==> config.mk <==
export PLATFORM = sky130hd
export DESIGN_NAME = serial_mag_comp
export DESIGN_NICKNAME = d
export VERILOG_FILES = /design/src/rtl/serial_mag_comp_pkg.sv /design/src/rtl/comp_1_bit_mag.sv /design/src/rtl/serial_mag_comp.sv
export SDC_FILE = /design/constraint.sdc
export NUM_CORES = 1
export LEC_CHECK = 0
export ABC_AREA = 1
export CAP_MARGIN = 10
export CORE_AREA = 2 2 39 41
export CTS_CLUSTER_DIAMETER = 150
export DETAILED_ROUTE_END_ITERATION = 8
export DIE_AREA = 0 0 41 43
export PLACE_DENSITY = 0.72
export RECOVER_POWER = 100
export SYNTH_ARGS = -nofsm -noshare
export SYNTH_HDL_FRONTEND = slang
export SYNTH_SLANG_ARGS = --single-unit
==> constraint.sdc <==
create_clock -name clk -period 2.4 [get_ports clk]
set_input_delay 0.48 -clock clk [delete_from_list [all_inputs] [get_ports clk]]
set_output_delay 0.48 -clock clk [all_outputs]
set_load 0.05 [all_outputs]
==> src/rtl/serial_mag_comp_pkg.sv <==
// Shared definitions for the bit-serial magnitude comparator: FSM state
// encoding, default operand width and the bit-counter width helper.
package serial_mag_comp_pkg;

    localparam int DEFAULT_WIDTH = 8;

    typedef enum logic [1:0] {
        IDLE  = 2'b00,
        SHIFT = 2'b01,
        DONE  = 2'b10
    } state_t;

    // Bit-counter width for a WIDTH-pair comparison (never below one bit).
    function automatic int cnt_width(input int width);
        return (width < 2) ? 1 : $clog2(width);
    endfunction

endpackage

==> src/rtl/comp_1_bit_mag.sv <==
// Single-bit magnitude decision: flags which operand wins on this bit pair.
// Both outputs low means the bits are equal and the pair decides nothing.
module comp_1_bit_mag (
    input  logic i0,
    input  logic i1,
    output logic gt_b,
    output logic lt_b
);

    assign gt_b = i0 & ~i1;
    assign lt_b = ~i0 & i1;

endmodule

==> src/rtl/serial_mag_comp.sv <==
// Bit-serial magnitude comparator. Operands A (i0) and B (i1) arrive MSB
// first, one pair per accepted cycle. The first unequal pair fixes gt/lt;
// the remaining pairs are still consumed so every comparison takes exactly
// WIDTH accepted pairs. eq is raised only if all pairs matched.
module serial_mag_comp
    import serial_mag_comp_pkg::*;
#(
    parameter int WIDTH = DEFAULT_WIDTH
) (
    input  logic clk,
    input  logic rst,
    input  logic start,
    input  logic i0,
    input  logic i1,
    input  logic in_valid,
    output logic in_ready,
    output logic busy,
    output logic done,
    output logic eq,
    output logic gt,
    output logic lt
);

    localparam int               CNT_W    = cnt_width(WIDTH);
    localparam logic [CNT_W-1:0] LAST_IDX = CNT_W'(WIDTH - 1);

    state_t           r_state;
    state_t           w_next_state;
    logic [CNT_W-1:0] r_cnt;
    logic             r_decided;
    logic             r_eq;
    logic             r_gt;
    logic             r_lt;
    logic             w_gt_b;
    logic             w_lt_b;
    logic             w_accept;
    logic             w_last;
    logic             w_start;

    comp_1_bit_mag u_bit (
        .i0   (i0),
        .i1   (i1),
        .gt_b (w_gt_b),
        .lt_b (w_lt_b)
    );

    // Pair handshake and end-of-operand detection.
    assign w_start  = (r_state == IDLE) && start;
    assign w_accept = (r_state == SHIFT) && in_valid;
    assign w_last   = (r_cnt == LAST_IDX);

    // State register.
    // NOTE: sequential state uses non-blocking (<=) so every flop samples
    // pre-edge values regardless of block ordering.
    always_ff @(posedge clk or posedge rst) begin
        if (rst) begin
            r_state <= IDLE;
        end else begin
            r_state <= w_next_state;
        end
    end

    // Next-state decode and handshake/status outputs.
    // NOTE: every output gets a default first so no path leaves it
    // unassigned, which would infer a latch.
    always_comb begin
        w_next_state = r_state;
        in_ready     = 1'b0;
        busy         = 1'b0;
        done         = 1'b0;
        case (r_state)
            IDLE: begin
                if (start) w_next_state = SHIFT;
            end
            SHIFT: begin
                in_ready = 1'b1;
                busy     = 1'b1;
                if (in_valid && w_last) w_next_state = DONE;
            end
            DONE: begin
                busy         = 1'b1;
                done         = 1'b1;
                w_next_state = IDLE;
            end
            default: w_next_state = IDLE;
        endcase
    end

    // Bit counter, decided flag and result flags.
    always_ff @(posedge clk or posedge rst) begin
        if (rst) begin
            r_cnt     <= '0;
            r_decided <= 1'b0;
            r_eq      <= 1'b0;
            r_gt      <= 1'b0;
            r_lt      <= 1'b0;
        end else if (w_start) begin
            r_cnt     <= '0;
            r_decided <= 1'b0;
            r_eq      <= 1'b0;
            r_gt      <= 1'b0;
            r_lt      <= 1'b0;
        end else if (w_accept) begin
            // Only the first unequal pair may set the ordering flags.
            if (!r_decided && (w_gt_b || w_lt_b)) begin
                r_gt      <= w_gt_b;
                r_lt      <= w_lt_b;
                r_decided <= 1'b1;
            end
            if (w_last) begin
                // Counter holds at the last index instead of wrapping.
                if (!r_decided && !(w_gt_b || w_lt_b)) r_eq <= 1'b1;
            end else begin
                r_cnt <= r_cnt + 1'b1;
            end
        end
    end

    assign eq = r_eq;
    assign gt = r_gt;
    assign lt = r_lt;

endmodule

After elaboration in Yosys (flattened, before gate mapping)
Cells that the tools add are included.

cells by class
  equal/unequal tests = 6
  add/sub/neg operators = 1
  mux-type cells = 22
  bitwise gates (word level) = 4
  reduce and logical (&&, ||, !) cells = 18

operator list
  kind                                                              count
  1-bit 2-to-1 mux                                                  16
  3-bit 2-to-1 mux                                                  3
  2-bit nonzero test                                                4
  2-bit AND reduction                                               3
  1-bit logical AND                                                 5
  2-bit 2-to-1 mux                                                  2
  2-bit by 1-bit != test with 1-bit output (second input constant)  2
  2-bit one-hot mux with 2 select lines                             1
  3-bit by 1-bit adder with 3-bit output (second input constant)    1
  3-bit == test (second input constant)                             1
  3-bit AND reduction                                               1
  1-bit bitwise AND                                                 2
  2-bit by 1-bit == test with 1-bit output (second input constant)  1
  2-bit == test (second input constant)                             1
  1-bit zero test                                                   2
  2-bit zero test                                                   1
  2-bit != test (second input constant)                             1
  1-bit NOT                                                         2
  2-bit OR reduction                                                1
  1-bit logical OR                                                  1

word-level totals
  output and inout port bits = 6
  register bits after elaboration = 9
  word-level logic and storage cells = 57

Logic depth before layout (Yosys ltp)
Gate-level depths: netlist of the first run.

  word-level depth = 9
  mapped depth = 7
  depth with buffers taken out = 7

Modules after synthesis
A second synthesis of the first run with hierarchy kept.

second synthesis, totals
  cells, all modules = 67
  area total of the unflattened synthesis = 554.3 um^2

by module, submodules not included
  module           cells each  sequential area each (um^2)  area an instance (um^2)  times used
  serial_mag_comp  63          225.2                        539.3                    1
  comp_1_bit_mag   4           0.0                          15.0                     1

Worst setup path before layout of the first run
No wires, ideal clock.

  path kind = flip-flop to flip-flop
  start = register r_state[1]
  end = register r_gt (netlist: gt)
  cell stages (with the launch flop) = 8
  data required time = 2.280 ns
  arrival time = 1.441 ns
  library setup time = 0.120 ns
  slack = 0.839 ns
  clock period less this slack = 1.561 ns
  path buffers = 0
  path through = dfrtp_1 > inv_1 > ha_1 > nand2_1 > inv_1 > nand2_1 > nand3_1 > nand2_1

on the way
  word-level cells in the longest chain between the ends = 4

ends and longest elaborated chain
  item                                                                                line                                          source
  start, declared                                                                     serial_mag_comp.sv:27                         state_t r_state;
  start signal, assigned                                                              serial_mag_comp.sv:59                         r_state <= w_next_state;
  2-bit by 1-bit == test with 1-bit output / 2-bit zero test (equally long branches)  serial_mag_comp.sv:49, serial_mag_comp.sv:48
  1-bit logical AND (on tied branches)                                                serial_mag_comp.sv:49, serial_mag_comp.sv:48
  2-bit nonzero test (no line)                                                        n/a
  2-bit AND reduction (no line)                                                       n/a
  end signal, assigned                                                                serial_mag_comp.sv:106                        r_gt <= w_gt_b;
  end, declared                                                                       serial_mag_comp.sv:32                         logic r_gt;

Several ways; a longest one is shown, not always the timed one.
A chain may end at the register's enable or synchronous reset.

Worst setup path after layout of the first run
  start = register r_state[0]
  end = output port busy

on the way
  word-level cells in the longest chain between the ends = 3

ends and longest elaborated chain
  item                                                                              line                   source
  2-bit by 1-bit == test with 1-bit output / 2-bit == test (equally long branches)  serial_mag_comp.sv:71  case (r_state)
  2-bit OR reduction (no line) (*)                                                  n/a
  1-bit 2-to-1 mux (*)                                                              serial_mag_comp.sv:71
  end, declared                                                                     serial_mag_comp.sv:17  output logic busy,

Mark *: on every way between the ends. The rest lies on a longest branch, timed or not.

==> out/qor.yml, run 1 <==
coreArea_sq_um: 1380
worst-setup-path-type: "reg -> out"
critPathArrivalTime_ns: 1.80
grt_max_degree: 11
vias_per_cell: 4.50
cts_buffers: 3
period_needed_ns: 2.28
firstDrtPassIters: 1
synthMuxAreaShare_pct: 0
synth-seq-area-share_pct: 39.8
fin_hold_ws_ns: 0.495
clockBufferDepth: 2
n_antenna_cell: 0
leakagePower_nw: 0.402
synthXorXnorAreaFrac_pct: 0
port-buffer-count: 11
antenna_found_initial: 0
drive_gt1_share_pct: 7.32
dpl.hpwl_um: 764
period_share_pct: 95.0
synthDistinctLibCells: 12
drc_errors: 0
htree_levels: 1
grtUsageTotal_pct: 14.5
stdcell_count: 98
clock_sinks: 9
skew_ns: 0.00698
dp_cells: 94
cts-root-buf: "clkbuf_4"
postRouteAntennaNets: 0
insertion_delay_ns: 0.26
syn-cell-area_sq_um: 566
irDropWorstVdd_uv: 520
grt_pass1_wl_mm: 1.70
synth_compound_area_share_pct: 4.87
die_area_sq_um: 1760
maxSlewHeadroom_pct: 60.7
pre_cts_ws_ns: 0.358
die_w_um: 41
io_pins: 12
routed_wl_um: 938
hold_class: "reg -> reg"
maxCapViolCount: 0
dr.first_iter.drc_count: 0
postCtsSetupRepairBufs: 0
setup_viol: 0
synth-simple-area-share_pct: 28.8
setup_total_negative_slack_ns: 0
nNetsFinal: 98
finalHoldViolCount: 0
die_y_um: 43
grt_overflow: 0
first_global_vias: 422
use_met1_pct: 18.5
cts_tree: "yes"
nFillCells: 144
wl_per_cell_um: 9.57
clock.fmax_mhz: 439
crit_path_start_kind: "flop"
crit_required_ns: 1.92
fp-row-count: 14
crit_path_max_fanout: 4
multi_input_area_sq_um: 285
met2_usage_pct: 21.6
place_congestion: 0.795
yosys_warnings: 0
ys_ff_latch: 9
worst_slack_ns: 0.121
worstMarginPinSlew_ns: 0.591
synth_top_family_by_area: "simple AND/OR/NAND/NOR gates"
cp-end-kind: "primary output"
seq_area_sq_um: 225
syn_to_final_growth_pct: 23.5
status: "finished, final reports clean"
grt-busiest-layer: "met2"
rsz0062_at_grt: "false"
fin_util_pct: 50.5
synth_adder_area_share_pct: 19.9
synth_cells: 67
drv_slew: 0
use_met3_pct: 3.14
start_util_pct: 40.9
vias: 441
powerDensity_nw_per_um2: 1180
path_clk_slew_ns: 0.06
syn_area_per_cell_sq_um: 8.44
syn_nets: 82
-- logic make-up after synthesis --
| group | count (synthesis) |
|---|---|
| fa+ha+maj | 9 |
| compound gates | 4 |
| flops | 9 |
| simple gates | 35 |
| buf+inv | 10 |
-- final cells by class --
type	instances	area share (%)
Timing Repair Buffer	11	14.9
Sequential cell	9	32.3
Multi-Input combinational cell	48	40.9
Clock buffer	4	3.76
Inverter	10	5.38
Tap cell	16	2.87
-- worst max-delay path: stages, from the launching register on --
cell and delay [ns]:
dfrtp_1 0.39, inv_1 0.09, ha_1 0.28, clkdlybuf4s50_1 0.79
-- synthesized netlist by cell type --
cell	count	area share, %
a21oi_1	1	0.88
dfrtp_1	9	40
ha_1	9	20
inv_1	10	6.6
nand2_1	21	14
nand2_2	2	2.2
nand2_4	2	4.0
nand3_1	5	4.4
nand4_1	2	2.2
nor2_1	3	2.0
o21ai_1	1	0.88
o21ai_2	2	3.1
-- stage by stage --
stage	total power [mW]	area, sq um
5_1_grt	0.909	698
3_5_place_dp	0.752	696
4_1_cts	0.874	722
3_3_place_gp	0.741	696
6_report	0.825	698
2_1_floorplan	0.636	566
-- state kept, by name, indices dropped and copies added (netlist names) --
name	flops
eq	1
lt	1
r_cnt	3
r_decided	1
r_state	2
gt	1
-- where the power goes --
| part | internal, mW | switching [mW] | leakage, nW |
|---|---|---|---|
| combinational | 0.146 | 0.312 | 0.269 |
| sequential | 0.207 | 0.0387 | 0.118 |
| clock | 0.0641 | 0.0572 | 0.0150 |
| total | 0.417 | 0.408 | 0.402 |
-- path summary, 6_finish.rpt --
kind / start / end / slack [ns] / cells past startpoint
setup / recovery: r_state[0] / busy / 0.12 / 3
hold / removal: lt / lt / 0.49 / 2
setup reg to reg: r_state[0] / r_cnt[2] / 0.92 / 7
hold reg to reg: lt / lt / 0.49 / 2
max in group asynchronous: rst / gt / 1.51 / 2
min in group asynchronous: rst / r_cnt[1] / 0.62 / 2
-- layout by cell type (no fill, tap or decap) --
cell,netlist,layout
nand2_1,21,24
a21oi_1,1,1
o21ai_2,2,2
nand3_1,5,5
nand4_1,2,2
nand2_2,2,1
dlygate4sd3_1,0,6
clkdlybuf4s50_1,0,4
nor2_1,3,3
clkbuf_1,0,2
clkbuf_4,0,3
dfrtp_1,9,9
o21ai_0,0,1
ha_1,9,9
inv_1,10,10
-- layer usage --
layer	part of all wire, %	wire length, um	vias to the layer above
li1	-	-	238
met1	45	424	196
met2	50	472	5
met3	3.4	32	2
met4	0.96	9	0
met5	0	0	-
-- repair_timing --
item	in CTS	in global routing
hold buffers	0	0
endpoints found under the setup margin	0	1
hold endpoints to repair	0	0
resized for setup	0	1
(Power assumes the default switching activity.)
==> run 2, diff against run 1 <==
--- a/config.mk
+++ b/config.mk
@@ -8,7 +8,6 @@
 export ABC_AREA = 1
 export CAP_MARGIN = 10
 export CORE_AREA = 2 2 39 41
-export CTS_CLUSTER_DIAMETER = 150
 export DETAILED_ROUTE_END_ITERATION = 8
 export DIE_AREA = 0 0 41 43
 export PLACE_DENSITY = 0.72
==> results of run 2 <==
No change in the layout: final DEF, timing and power equal those of run 1.
